File: src/rtl/image_rle_decompressor_if.sv
// Bus bundle for the RLE decompressor: compressed-word input handshake,
// image-buffer write port and status flags.
//
// Handshake: a compressed word moves from master to slave on a rising edge
// where in_valid && in_ready && !clear. in_valid may be held across cycles.
// Din only needs to be stable in the cycle the transfer happens. in_ready
// never depends on in_valid. clear wins over a simultaneous in_valid.
interface image_rle_decompressor_if #(
    parameter int ADDR_W = 6
);
    logic              clear;
    logic              in_valid;
    logic [15:0]       Din;
    logic              in_ready;
    logic              wr_en;
    logic [ADDR_W-1:0] wr_addr;
    logic [15:0]       wr_data;
    logic              done;
    logic              overflow;

    // Coordinator side: supplies words and restarts, observes results
    modport master (
        output clear, in_valid, Din,
        input  in_ready, wr_en, wr_addr, wr_data, done, overflow
    );

    // Decompressor side
    modport slave (
        input  clear, in_valid, Din,
        output in_ready, wr_en, wr_addr, wr_data, done, overflow
    );
endinterface

File: src/rtl/image_rle_decompressor.sv
// Run-length decompressor. Each 16-bit input word carries two codes
// {value, length[6:0]}; runs expand to one binary pixel per cycle.
// Pixels are packed LSB-first into 16-bit words for the image buffer.
// The last partial word is flushed, and done is raised once every
// write has gone out.
module image_rle_decompressor #(
    parameter int NUM_PIXELS = 784,
    parameter int ADDR_W     = 6
) (
    input  logic                           clk,
    input  logic                           RST,
    image_rle_decompressor_if.slave        bus,
    output logic [2:0]                     fsm_state
);

    localparam int PIX_W = $clog2(NUM_PIXELS + 1);
    localparam logic [PIX_W-1:0] LAST_PIX = PIX_W'(NUM_PIXELS - 1);
    // A partial final word exists only when the image is not a multiple of 16
    localparam bit HAS_TAIL = (NUM_PIXELS % 16) != 0;

    localparam logic [2:0] S_IDLE  = 3'd0;
    localparam logic [2:0] S_RUN1  = 3'd1;
    localparam logic [2:0] S_RUN2  = 3'd2;
    localparam logic [2:0] S_FLUSH = 3'd3;
    localparam logic [2:0] S_DONE  = 3'd4;

    logic [2:0]        state;
    logic              alive;      // low while in reset, so in_ready stays low
    logic              run_val;    // pixel value of the run being expanded
    logic [6:0]        run_rem;    // pixels still to emit in the current run
    logic [7:0]        code2;      // second code, held until RUN1 finishes
    logic [PIX_W-1:0]  pix_cnt;
    logic [15:0]       pack;
    logic [ADDR_W-1:0] word_idx;

    logic              wr_en_q;
    logic [ADDR_W-1:0] wr_addr_q;
    logic [15:0]       wr_data_q;
    logic              done_q;
    logic              overflow_q;

    logic              in_run;
    logic              emit;
    logic [3:0]        bit_pos;
    logic [15:0]       pack_set;
    logic              word_full;
    logic              last_pix;
    logic              run_end;
    logic              surplus;
    logic              accept;

    // Per-cycle decode: does this cycle emit a pixel, and what does it complete
    always_comb begin
        in_run    = (state == S_RUN1) || (state == S_RUN2);
        emit      = in_run && (run_rem != 7'd0);
        bit_pos   = pix_cnt[3:0];
        pack_set  = pack;
        pack_set[bit_pos] = run_val;
        word_full = emit && (bit_pos == 4'd15);
        last_pix  = emit && (pix_cnt == LAST_PIX);
        // A zero-length run also ends here, after its single idle cycle
        run_end   = in_run && (run_rem <= 7'd1);
        // Pixels left over once the image is full: rest of this run, or an
        // unstarted nonzero second run
        surplus   = (run_rem > 7'd1) ||
                    ((state == S_RUN1) && (code2[6:0] != 7'd0));
        accept    = (state == S_IDLE) && alive && bus.in_valid && !bus.clear;
    end

    // Ready gate: held low through reset, high from the first edge after it
    always_ff @(posedge clk or posedge RST) begin
        if (RST) begin
            alive <= 1'b0;
        end else begin
            alive <= 1'b1;
        end
    end

    // Control FSM: accept, expand the two runs, flush, then park in DONE
    always_ff @(posedge clk or posedge RST) begin
        if (RST) begin
            state   <= S_IDLE;
            run_val <= 1'b0;
            run_rem <= 7'd0;
            code2   <= 8'd0;
        end else if (bus.clear) begin
            state   <= S_IDLE;
            run_val <= 1'b0;
            run_rem <= 7'd0;
            code2   <= 8'd0;
        end else begin
            case (state)
                S_IDLE: begin
                    if (accept) begin
                        run_val <= bus.Din[15];
                        run_rem <= bus.Din[14:8];
                        code2   <= bus.Din[7:0];
                        state   <= S_RUN1;
                    end
                end
                S_RUN1, S_RUN2: begin
                    if (last_pix) begin
                        state <= HAS_TAIL ? S_FLUSH : S_DONE;
                    end else if (run_end) begin
                        if (state == S_RUN1) begin
                            run_val <= code2[7];
                            run_rem <= code2[6:0];
                            state   <= S_RUN2;
                        end else begin
                            state <= S_IDLE;
                        end
                    end else begin
                        run_rem <= run_rem - 7'd1;
                    end
                end
                S_FLUSH: begin
                    state <= S_DONE;
                end
                S_DONE: begin
                    state <= S_DONE;
                end
                default: begin
                    state <= S_IDLE;
                end
            endcase
        end
    end

    // Pixel packing: place each emitted pixel, hand full words to the writer
    always_ff @(posedge clk or posedge RST) begin
        if (RST) begin
            pix_cnt <= '0;
            pack    <= 16'd0;
        end else if (bus.clear) begin
            pix_cnt <= '0;
            pack    <= 16'd0;
        end else if (emit) begin
            pix_cnt <= pix_cnt + PIX_W'(1);
            // Clearing on word completion keeps unfilled bits zero for the flush
            pack    <= word_full ? 16'd0 : pack_set;
        end else if (state == S_FLUSH) begin
            pack    <= 16'd0;
        end
    end

    // Registered write port: one strobe per completed or flushed word
    always_ff @(posedge clk or posedge RST) begin
        if (RST) begin
            wr_en_q   <= 1'b0;
            wr_addr_q <= '0;
            wr_data_q <= 16'd0;
            word_idx  <= '0;
        end else if (bus.clear) begin
            wr_en_q   <= 1'b0;
            wr_addr_q <= '0;
            wr_data_q <= 16'd0;
            word_idx  <= '0;
        end else if (word_full) begin
            wr_en_q   <= 1'b1;
            wr_addr_q <= word_idx;
            wr_data_q <= pack_set;
            word_idx  <= word_idx + ADDR_W'(1);
        end else if (state == S_FLUSH) begin
            wr_en_q   <= 1'b1;
            wr_addr_q <= word_idx;
            wr_data_q <= pack;
            word_idx  <= word_idx + ADDR_W'(1);
        end else begin
            wr_en_q   <= 1'b0;
        end
    end

    // Sticky status: overflow on discarded pixels, done one cycle into DONE
    // so it follows the final write strobe
    always_ff @(posedge clk or posedge RST) begin
        if (RST) begin
            done_q     <= 1'b0;
            overflow_q <= 1'b0;
        end else if (bus.clear) begin
            done_q     <= 1'b0;
            overflow_q <= 1'b0;
        end else begin
            if (last_pix && surplus) begin
                overflow_q <= 1'b1;
            end
            if (state == S_DONE) begin
                done_q <= 1'b1;
            end
        end
    end

    assign bus.in_ready = alive && (state == S_IDLE);
    assign bus.wr_en    = wr_en_q;
    assign bus.wr_addr  = wr_addr_q;
    assign bus.wr_data  = wr_data_q;
    assign bus.done     = done_q;
    assign bus.overflow = overflow_q;
    assign fsm_state    = state;

endmodule

File: src/flat_wrapper.sv
// flat-port wrapper written by rule: the top's interface ports become plain ports
module image_rle_decompressor_flat 
#(
    parameter int NUM_PIXELS = 784,
    parameter int ADDR_W     = 6
)
  (clk, RST, fsm_state, bus_clear, bus_in_valid, bus_Din, bus_in_ready, bus_wr_en, bus_wr_addr, bus_wr_data, bus_done, bus_overflow);
  image_rle_decompressor_if #(.ADDR_W(ADDR_W)) bus_i ();
  input  logic clk;
  input  logic RST;
  output logic [2:0] fsm_state;
  input wire logic [$bits(bus_i.clear)-1:0] bus_clear;
  input wire logic [$bits(bus_i.in_valid)-1:0] bus_in_valid;
  input wire logic [$bits(bus_i.Din)-1:0] bus_Din;
  output wire logic [$bits(bus_i.in_ready)-1:0] bus_in_ready;
  output wire logic [$bits(bus_i.wr_en)-1:0] bus_wr_en;
  output wire logic [$bits(bus_i.wr_addr)-1:0] bus_wr_addr;
  output wire logic [$bits(bus_i.wr_data)-1:0] bus_wr_data;
  output wire logic [$bits(bus_i.done)-1:0] bus_done;
  output wire logic [$bits(bus_i.overflow)-1:0] bus_overflow;
  assign bus_i.clear = bus_clear;
  assign bus_i.in_valid = bus_in_valid;
  assign bus_i.Din = bus_Din;
  assign bus_in_ready = bus_i.in_ready;
  assign bus_wr_en = bus_i.wr_en;
  assign bus_wr_addr = bus_i.wr_addr;
  assign bus_wr_data = bus_i.wr_data;
  assign bus_done = bus_i.done;
  assign bus_overflow = bus_i.overflow;
  image_rle_decompressor #(.NUM_PIXELS(NUM_PIXELS), .ADDR_W(ADDR_W)) u_core (.clk(clk), .RST(RST), .bus(bus_i), .fsm_state(fsm_state));
endmodule
File: config.mk
export PLATFORM = sky130hd
export DESIGN_NAME = image_rle_decompressor_flat
export DESIGN_NICKNAME = d
export VERILOG_FILES = /design/src/rtl/image_rle_decompressor_if.sv /design/src/rtl/image_rle_decompressor.sv /design/src/flat_wrapper.sv
export SDC_FILE = /design/constraint.sdc
export NUM_CORES = 1
export LEC_CHECK = 0
export ABC_AREA = 0
export ABC_CLOCK_PERIOD_IN_PS = 2500
export CAP_MARGIN = 20
export CORE_AREA = 2 2 140 74
export CTS_CLUSTER_SIZE = 14
export DETAILED_ROUTE_END_ITERATION = 7
export DIE_AREA = 0 0 142 76
export PLACE_DENSITY = 0.66
export SYNTH_ARGS = -nofsm -noshare
export SYNTH_HDL_FRONTEND = slang
export SYNTH_SLANG_ARGS = --single-unit
File: constraint.sdc
create_clock -name clk -period 2.5 [get_ports clk]
set_input_delay 0.375 -clock clk [delete_from_list [all_inputs] [get_ports clk]]
set_output_delay 0.375 -clock clk [all_outputs]
set_load 0.1 [all_outputs]
==> impl_metrics.env, run 1 <==
export IMPL_status="finished clean"
export IMPL_post_route_min_period_ns=2.32
export IMPL_layout_nets=506
export IMPL_synth_fp_nets=453
export IMPL_synth_most_common_cell="dfrtp_1"
export IMPL_drive_gt1_frac=0.176
export IMPL_ios=49
export IMPL_io_buffers=48
export IMPL_drv_slew=0
export IMPL_grt_max_degree=78
export IMPL_r2r_cells=7
export IMPL_slowest_delay_ns=0.44
export IMPL_grt_overflow_total=0
export IMPL_wl_met3_um=784
export IMPL_dieArea_um2=10800
export IMPL_start_util=0.412
export IMPL_wl_um=10300
export IMPL_cts_made_buffers=9
export IMPL_post_cts_buffers=0
export IMPL_diodes=0
export IMPL_drtAntennaViolNets=0
export IMPL_synth_edff_count=0
export IMPL_crit_start="u_core.pix_cnt[0]$_DFFE_PP0P_"
export IMPL_fillerInstances=911
export IMPL_p_per_area_nw_per_um2=1130
export IMPL_fin_tns_setup_ns=0
export IMPL_die_y_um=76
export IMPL_clockBufferDepth=2
export IMPL_antenna_found_initial=0
export IMPL_switching_share=0.415
export IMPL_cts_sinks=77
export IMPL_start_kind="flop"
export IMPL_slew_headroom=0.664
export IMPL_cp_cell_sequence="ha_1, nand3_1, a211oi_2, nor3_2, buf_4, nor3_1, mux2_2"
export IMPL_cp_end_kind="flop"
export IMPL_yosys_area_top_type="dfrtp_1"
export IMPL_hp_class="input pin to flop"
export IMPL_avgSynthCellArea_um2=9.41
export IMPL_switchingPower_w=0.00233
export IMPL_grt_total_usage=0.203
export IMPL_route_detailed_drc=0
export IMPL_timing_final_crit_share=0.929
export IMPL_fin_ws_ns=0.178
export IMPL_worst_slew_pin_slew_ns=0.500
export IMPL_rows=26
export IMPL_slowest_stage="dfrtp_1"
export IMPL_place_ws_ns=0.129
export IMPL_core_um2=9730
export IMPL_hpwl_um=7390
export IMPL_synthDistinctLibCells=55
export IMPL_p_int_w=0.00328
export IMPL_critPathMaxFanout=13
export IMPL_insertion_delay_ns=0.34
export IMPL_post_place_cells=594
export IMPL_final_cell_count_no_fill=610
export IMPL_netlist_instances=426
export IMPL_syn_area_um2=4010
export IMPL_cts_tree="built"
export IMPL_yosysWarnings=0
export IMPL_firstDrtPassIters=4
export IMPL_finClkSkew_ns=0.00587
export IMPL_ys_seq_elements=77
export IMPL_cts_root_buf="clkbuf_16"
export IMPL_r2r_start="u_core.pix_cnt[0]$_DFFE_PP0P_"
export IMPL_p_leak_nw=2.25
export IMPL_die_w_um=142
export IMPL_synth_common_cells="77 x dfrtp_1, 65 x nor2_1, 29 x nand3_1, 27 x nand2_1, 25 x nor3_1"
export IMPL_viasPerCell=5.50
export IMPL_gp_congestion=0.879
export IMPL_drtIter0Drc=260
export IMPL_routed_via_count=3354
export IMPL_wl_per_cell_um=16.9
export IMPL_areaGrowthSynthToFinish_pct=24.3
export IMPL_pwr_share_comb=0.435
export IMPL_grt_pass1_wl_um=17000
export IMPL_worst_ep_required_time_ns=2.72
export IMPL_finalHoldViolCount=0
export IMPL_min_path_cells=2
export IMPL_fmax_ghz=0.431
export IMPL_worstHoldStart="bus_clear"
export IMPL_holdPathEnd="u_core.pix_cnt[2]$_DFFE_PP0P_"
export IMPL_reg2reg_slack_ns=0.18
export IMPL_wl_met1_um=5550
export IMPL_maxUsedRoutingLayer="met4"
export IMPL_worstSetupPathType="flop to flop"
export IMPL_r2r_end="u_core.word_idx[5]$_DFFE_PP0P_"
export IMPL_rsz0062_at_grt="false"
export IMPL_synth_top_area_frac=0.481
export IMPL_ys_flop_type="dfrtp_1"
export IMPL_crit_family="simple AND/OR/NAND/NOR gates"
export IMPL_cts_max_level=3
export IMPL_setup_violations_final=0
export IMPL_arrival_ns=2.54
export IMPL_seq_area_frac_synth=0.481
export IMPL_max_cap_viol_count=0
export IMPL_grt_pass1_vias=3071
export IMPL_power_frac_clock=0.275
export IMPL_synth_area_leaders="dfrtp_1 48%, nor2_1 6.1%, nand3_1 3.6%"
export IMPL_pwr_share_seq=0.289
export IMPL_wl_met2_um=3880
export IMPL_worst_path_buf_inv=1
export IMPL_synthArstFlopShare=1.00
export IMPL_clkTransAtPathRegs_ns=0.06
export IMPL_ir_drop_v=0.000467
-- power groups by stage --
stage                     combinational, W  clock, W  sequential (W)
after floorplan                    0.00145         0         0.00195
after global placement             0.00237         0         0.00163
after detailed placement           0.00240         0         0.00164
after CTS                          0.00241   0.00157         0.00162
after global routing               0.00266   0.00164         0.00166
final                              0.00244   0.00154         0.00162
-- what timing repair did --
item,4_1_cts,5_1_grt
hold buffers,0,0
endpoints found under the setup margin,0,26
resized for setup,0,3
-- placed cells by master (no fill, tap or decap), types with 9 or more instances in the layout --
cell / synthesis / final
buf_4: 3 / 45
o2bb2ai_1: 14 / 14
and2_1: 14 / 14
clkdlybuf4s50_1: 0 / 18
clkbuf_16: 0 / 9
nor2_1: 65 / 65
xor2_1: 9 / 9
dfrtp_1: 77 / 74
nor3_1: 25 / 25
o21ai_0: 18 / 18
nand3_1: 29 / 29
a21oi_1: 17 / 17
nand2_1: 27 / 27
-- layer usage --
metal | up-vias | global-route usage
met5 | - | 0
met4 | 0 | 0.0570
met3 | 5 | 0.0578
met2 | 98 | 0.236
met1 | 1632 | 0.346
li1 | 1619 | -
-- per-stage QoR --
step	hold slack, ns	area [um2]	total power, W	util
CTS	0.424	4970	0.00560	0.511
global route	0.441	4980	0.00595	0.512
floorplan	0.456	4030	0.00340	-
global placement	0.475	4610	0.00400	0.474
finish	0.438	4980	0.00561	0.512
detailed placement	0.474	4610	0.00404	0.474
-- sequential cells by signal, summed over array words and instances, names as in the netlist --
register and flops:
u_core.bus.overflow 1, u_core.pack 16, u_core.bus.done 1, u_core.code2 8
u_core.run_val 1, u_core.bus.wr_addr 6, u_core.bus.wr_en 1, u_core.word_idx 6
u_core.bus.wr_data 16, u_core.fsm_state 3, u_core.run_rem 7, u_core.alive 1
u_core.pix_cnt 10
-- logic make-up (layout without fill, tap and decap cells) --
kind of cell | count (synthesis) | after routing | share of synthesized area
compound gates | 85 | 85 | 0.147
xor+xnor | 16 | 16 | 0.0368
fa+ha+maj | 7 | 7 | 0.0218
buf+inv | 32 | 90 | 0.0396
flops | 77 | 77 | 0.481
mux | 8 | 8 | 0.0209
other cells | 1 | 1 | 0.000935
simple gates | 200 | 200 | 0.252
-- layout make-up --
cell class                 instances  area [um2]  share of cell area
tap                              126         158              0.0316
multi-input combinational        317        1940               0.390
sequential                        77        1930               0.387
inverter                           8        30.0             0.00602
clock buffer                      11         253              0.0507
clock inverter                     5         106              0.0213
timing repair buffer              66         563               0.113
-- worst max path at each step --
stage	endpoint	cells past startpoint
after floorplan	u_core.code2[0]$_DFFE_PP0P_	5
after global placement	u_core.word_idx[5]$_DFFE_PP0P_	8
after detailed placement	u_core.word_idx[5]$_DFFE_PP0P_	7
after CTS	u_core.word_idx[5]$_DFFE_PP0P_	7
after global routing	u_core.bus.wr_addr[4]$_DFFE_PP0P_	6
final	u_core.word_idx[5]$_DFFE_PP0P_	7
No activity file was read; power rests on OpenSTA's default activity.
==> run 2, diff against run 1 <==
--- a/config.mk
+++ b/config.mk
@@ -12,7 +12,8 @@
 export CTS_CLUSTER_SIZE = 14
 export DETAILED_ROUTE_END_ITERATION = 7
 export DIE_AREA = 0 0 142 76
-export PLACE_DENSITY = 0.66
+export PLACE_DENSITY = 0.68
+export RECOVER_POWER = 100
 export SYNTH_ARGS = -nofsm -noshare
 export SYNTH_HDL_FRONTEND = slang
 export SYNTH_SLANG_ARGS = --single-unit
==> run 2 against run 1 <==
  * Sequential power about the same
  * Fmax shrank 0.22%
  * Die area stayed put
  * Highest routed layer unchanged
==> impl_metrics.env, run 2 (synthesized netlist as in run 1, its figures left out) <==
export IMPL_final_common_cell="dfrtp_1"
export IMPL_arrival_ns=2.53
export IMPL_cp_cell_sequence="inv_1, ha_1, nor2b_2, a211oi_2, or3_1, buf_12, xnor2_1, nor2_1"
export IMPL_diodes=0
export IMPL_routed_via_count=3344
export IMPL_worst_path_buf_inv=2
export IMPL_hp_class="flop to flop"
export IMPL_cp_end_kind="flop"
export IMPL_worst_slew_pin_slew_ns=1.22
export IMPL_cts_max_level=3
export IMPL_drv_slew=0
export IMPL_cts_made_buffers=9
export IMPL_p_per_area_nw_per_um2=1100
export IMPL_firstDrtPassIters=4
export IMPL_dpl_cell_area_um2=4620
export IMPL_max_cap_viol_count=0
export IMPL_worstHoldStart="u_core.pack[3]$_DFFE_PP0P_"
export IMPL_crit_family="simple AND/OR/NAND/NOR gates"
export IMPL_rsz0062_at_grt="false"
export IMPL_gp_congestion=0.887
export IMPL_core_um2=9730
export IMPL_final_util=0.495
export IMPL_r2r_cells=8
export IMPL_setup_violations_final=0
export IMPL_route_detailed_drc=0
export IMPL_layout_nets=503
export IMPL_viasPerCell=5.51
export IMPL_cts_tree="built"
export IMPL_grt_pass1_vias=3215
export IMPL_rows=26
export IMPL_r2r_end="u_core.word_idx[0]$_DFFE_PP0P_"
export IMPL_status="finished clean"
export IMPL_r2r_start="u_core.run_rem[0]$_DFFE_PP0P_"
export IMPL_min_path_cells=1
export IMPL_start_kind="flop"
export IMPL_slowest_stage="or3_1"
export IMPL_grt_total_usage=0.203
export IMPL_fin_area_um2=4820
export IMPL_p_leak_nw=2.11
export IMPL_timing_final_crit_share=0.931
export IMPL_clkTransAtPathRegs_ns=0.06
export IMPL_finalHoldViolCount=0
export IMPL_clockBufferDepth=2
export IMPL_final_cell_count_no_fill=607
export IMPL_hpwl_um=7210
export IMPL_critPathMaxFanout=25
export IMPL_worst_ep_required_time_ns=2.70
export IMPL_slew_headroom=0.189
export IMPL_cts_root_buf="clkbuf_16"
export IMPL_worstSetupPathType="flop to flop"
export IMPL_wl_um=10300
export IMPL_wl_per_cell_um=17.0
export IMPL_reg2reg_slack_ns=0.17
export IMPL_total_power_w=0.00532
export IMPL_drtIter0Drc=253
export IMPL_dieArea_um2=10800
export IMPL_holdPathEnd="u_core.pack[3]$_DFFE_PP0P_"
export IMPL_start_util=0.412
export IMPL_post_route_min_period_ns=2.33
export IMPL_die_y_um=76
export IMPL_fmax_ghz=0.430
export IMPL_final_cell_mix="75 x dfrtp_1, 65 x nor2_1, 29 x nand3_1"
export IMPL_cts_sinks=77
export IMPL_finClkSkew_ns=0.00764
export IMPL_insertion_delay_ns=0.34
export IMPL_post_cts_buffers=0
export IMPL_grt_overflow_total=0
export IMPL_antenna_found_initial=0
export IMPL_grt_pass1_wl_um=17000
export IMPL_areaGrowthSynthToFinish_pct=20.2
export IMPL_post_place_cells=591
export IMPL_ios=49
export IMPL_grt_max_degree=78
export IMPL_drtAntennaViolNets=0
export IMPL_die_w_um=142
export IMPL_io_buffers=48
export IMPL_ir_drop_v=0.000440
export IMPL_drive_gt1_frac=0.106
export IMPL_slowest_delay_ns=0.53
## run 2: cell types whose count changed in the layout (fill, tap and decap cells not counted), moves of 2 or more
cell      change
clkbuf_2      +4
clkbuf_1     +28
buf_4        -34
clkbuf_8      -2
## run 2: power breakdown
| part | switching (W) | leakage, nW | internal [W] |
|---|---|---|---|
| combinational | 0.00156 | 0.900 | 0.000739 |
| clock | 0.000511 | 0.146 | 0.000878 |
| sequential | 0.000246 | 1.06 | 0.00139 |
## run 2: final cells by class
type / instances / area (um2)
clock inverter: 5 / 83.8
timing repair buffer: 63 / 445
multi-input combinational: 317 / 1940
inverter: 8 / 30.0
tap: 126 / 158
clock buffer: 11 / 233
fill: 917 / 4910
sequential: 77 / 1930
## run 2: stage by stage
stage | hold slack, ns | setup WS, ns | TNS [ns]
after detailed placement | 0.476 | 0.143 | 0
after CTS | 0.468 | 0.119 | 0
final | 0.495 | 0.173 | 0
after floorplan | 0.456 | -0.362 | -2.94
after global placement | 0.478 | 0.220 | 0
after global routing | 0.506 | 0.0176 | 0
## run 2: repair_timing
action                                 in CTS  in global routing
endpoints found under the hold margin       0                  0
setup endpoints to repair                   0                 25
hold buffers                                0                  0
resized for setup                           0                  3
## run 2: routing by layer
layer  GRT usage  wire (um)
met5           0          0
met4      0.0420         67
met1       0.328       5610
met2       0.256       3930
met3      0.0673        708
## run 2: worst max path at each step
stage | cells past startpoint | endpoint | slack (ns) | from
6_report | 8 | u_core.word_idx[0]$_DFFE_PP0P_ | 0.17 | u_core.run_rem[0]$_DFFE_PP0P_
2_1_floorplan | 5 | u_core.code2[0]$_DFFE_PP0P_ | -0.36 | u_core.fsm_state[2]$_DFFE_PP0P_
5_1_grt | 8 | u_core.word_idx[0]$_DFFE_PP0P_ | 0.02 | u_core.run_rem[0]$_DFFE_PP0P_
4_1_cts | 8 | u_core.word_idx[0]$_DFFE_PP0P_ | 0.12 | u_core.run_rem[0]$_DFFE_PP0P_
3_5_place_dp | 8 | u_core.word_idx[0]$_DFFE_PP0P_ | 0.14 | u_core.run_rem[0]$_DFFE_PP0P_
3_3_place_gp | 8 | u_core.word_idx[0]$_DFFE_PP0P_ | 0.22 | u_core.run_rem[0]$_DFFE_PP0P_
==> run 3, diff against run 2 <==
--- a/config.mk
+++ b/config.mk
@@ -6,12 +6,12 @@
 export NUM_CORES = 1
 export LEC_CHECK = 0
 export ABC_AREA = 0
-export ABC_CLOCK_PERIOD_IN_PS = 2500
+export ABC_CLOCK_PERIOD_IN_PS = 2300
 export CAP_MARGIN = 20
-export CORE_AREA = 2 2 140 74
+export CORE_AREA = 2 2 137 72
 export CTS_CLUSTER_SIZE = 14
 export DETAILED_ROUTE_END_ITERATION = 7
-export DIE_AREA = 0 0 142 76
+export DIE_AREA = 0 0 139 74
 export PLACE_DENSITY = 0.68
 export RECOVER_POWER = 100
 export SYNTH_ARGS = -nofsm -noshare
==> constraint.sdc (replaced) <==
create_clock -name clk -period 2.3 [get_ports clk]
set_input_delay 0.345 -clock clk [delete_from_list [all_inputs] [get_ports clk]]
set_output_delay 0.345 -clock clk [all_outputs]
set_load 0.1 [all_outputs]
==> run 3 against run 2 <==
  * Non-clock buffer count rose by 10
  * Sequential share of layout area fell by 0.63 points
  * Wire length fell by 0.64%
  * Core utilization rose by 4.1 points
  * Critical path type unchanged
  * Die area fell by 4.7%
  * Clock-buffer cell count rose by 1
  * Critical endpoint is now u_core.run_rem[0]$_DFFE_PP0P_
  * Clock skew barely moved
  * Sequential cell count did not move
  * Clock power rose by 7%
==> impl_metrics.env, run 3 (synthesized netlist as in run 1, its figures left out) <==
export IMPL_firstDrtPassIters=5
export IMPL_dieArea_um2=10300
export IMPL_ios=49
export IMPL_clkTransAtPathRegs_ns=0.06
export IMPL_maxUsedRoutingLayer="met4"
export IMPL_min_path_cells=2
export IMPL_fin_area_um2=4900
export IMPL_grt_pass1_vias=2986
export IMPL_r2r_start="u_core.run_rem[3]$_DFFE_PP0P_"
export IMPL_rows=25
export IMPL_grt_max_degree=78
export IMPL_arrival_ns=2.39
export IMPL_critPathMaxFanout=7
export IMPL_fin_ws_ns=0.134
export IMPL_worstHoldStart="bus_clear"
export IMPL_cts_root_buf="clkbuf_16"
export IMPL_p_per_area_nw_per_um2=1220
export IMPL_dpl_cell_area_um2=4670
export IMPL_worst_path_buf_inv=0
export IMPL_final_util=0.536
export IMPL_crit_family="simple AND/OR/NAND/NOR gates"
export IMPL_final_common_cell="dfrtp_1"
export IMPL_wl_met2_um=3850
export IMPL_slowest_stage="or4_4"
export IMPL_ir_drop_v=0.000491
export IMPL_start_util=0.439
export IMPL_cp_end_kind="flop"
export IMPL_diodes=0
export IMPL_timing_final_crit_share=0.942
export IMPL_grt_pass1_wl_um=16600
export IMPL_hpwl_um=7190
export IMPL_final_cell_mix="75 x dfrtp_1, 65 x nor2_1, 29 x nand3_1"
export IMPL_post_place_cells=595
export IMPL_post_route_min_period_ns=2.17
export IMPL_hp_class="input pin to flop"
export IMPL_layout_nets=513
export IMPL_fmax_ghz=0.462
export IMPL_cp_cell_sequence="or4_4, o31ai_1, a22oi_1, and3_1, a32o_1"
export IMPL_cts_max_level=3
export IMPL_p_leak_nw=2.15
export IMPL_cts_sinks=77
export IMPL_start_kind="flop"
export IMPL_insertion_delay_ns=0.34
export IMPL_viasPerCell=5.62
export IMPL_reg2reg_slack_ns=0.13
export IMPL_antenna_found_initial=0
export IMPL_areaGrowthSynthToFinish_pct=22.2
export IMPL_cts_tree="built"
export IMPL_cts_hold_buffers=0
export IMPL_slew_headroom=0.215
export IMPL_r2r_end="u_core.run_rem[0]$_DFFE_PP0P_"
export IMPL_grt_total_usage=0.209
export IMPL_route_detailed_drc=0
export IMPL_drtIter0Drc=327
export IMPL_cts_made_buffers=9
export IMPL_wl_met1_um=5550
export IMPL_die_y_um=74
export IMPL_r2r_cells=5
export IMPL_die_w_um=139
export IMPL_slowest_delay_ns=0.61
export IMPL_max_cap_viol_count=0
export IMPL_clockBufferDepth=2
export IMPL_drv_slew=0
export IMPL_io_buffers=48
export IMPL_finalHoldViolCount=0
export IMPL_wl_per_cell_um=16.7
export IMPL_holdPathEnd="u_core.pix_cnt[0]$_DFFE_PP0P_"
export IMPL_grt_overflow_total=0
export IMPL_wl_um=10200
export IMPL_drtAntennaViolNets=0
export IMPL_wl_met3_um=771
export IMPL_worst_slew_pin_slew_ns=1.18
export IMPL_final_cell_count_no_fill=612
export IMPL_worstSetupPathType="flop to flop"
export IMPL_finClkSkew_ns=0.00761
export IMPL_drive_gt1_frac=0.130
export IMPL_gp_congestion=0.919
export IMPL_status="finished clean"
export IMPL_worst_ep_required_time_ns=2.53
export IMPL_core_um2=9130
export IMPL_setup_violations_final=0
export IMPL_place_ws_ns=0.0925
export IMPL_routed_via_count=3442
export IMPL_worst_path_stages=5
-- run 3: cell types whose count changed in the layout (fill, tap and decap cells not counted), sizes merged --
| cell | previous run | this run |
|---|---|---|
| buf | 15 | 26 |
| clkinv | 0 | 1 |
| inv | 9 | 7 |
-- run 3: final cells by class --
type                            instances  area [um2]
Inverter                                8        33.8
Timing Repair Buffer                   73         514
Clock buffer                           12         236
Sequential cell                        77        1930
Fill cell                             849        4240
Multi-Input combinational cell        317        1960
Tap cell                              121         151
Clock inverter                          4        72.6
-- run 3: power by group --
| part | total, W | internal (W) | switching, W |
|---|---|---|---|
| clock | 0.00149 | 0.000949 | 0.000539 |
| combinational | 0.00274 | 0.000949 | 0.00179 |
| sequential | 0.00175 | 0.00151 | 0.000236 |
-- run 3: what timing repair did --
action / CTS / global route
setup endpoints to repair: 0 / 22
resized for setup: 0 / 5
setup buffers: 0 / 1
-- run 3: layer usage --
metal	vias up	track usage
met1	1676	0.345
met3	12	0.0547
met2	119	0.264
li1	1635	-
met5	-	0
met4	0	0.0483
-- run 3: worst max path at each step --
stage / end / from
final: u_core.run_rem[0]$_DFFE_PP0P_ / u_core.run_rem[3]$_DFFE_PP0P_
after global routing: u_core.word_idx[5]$_DFFE_PP0P_ / u_core.pix_cnt[0]$_DFFE_PP0P_
after CTS: u_core.word_idx[5]$_DFFE_PP0P_ / u_core.run_rem[1]$_DFFE_PP0P_
after detailed placement: u_core.word_idx[5]$_DFFE_PP0P_ / u_core.run_rem[1]$_DFFE_PP0P_
after global placement: u_core.bus.wr_data[14]$_DFFE_PP0P_ / u_core.run_rem[1]$_DFFE_PP0P_
after floorplan: u_core.code2[0]$_DFFE_PP0P_ / u_core.fsm_state[2]$_DFFE_PP0P_
-- run 3: per-stage QoR --
| step | hold WS, ns | setup TNS, ns | power (W) |
|---|---|---|---|
| 2_1_floorplan | 0.456 | -4.67 | 0.00370 |
| 3_3_place_gp | 0.476 | 0 | 0.00441 |
| 3_5_place_dp | 0.480 | 0 | 0.00443 |
| 4_1_cts | 0.430 | 0 | 0.00595 |
| 5_1_grt | 0.457 | -0.0189 | 0.00630 |
| 6_report | 0.468 | 0 | 0.00597 |
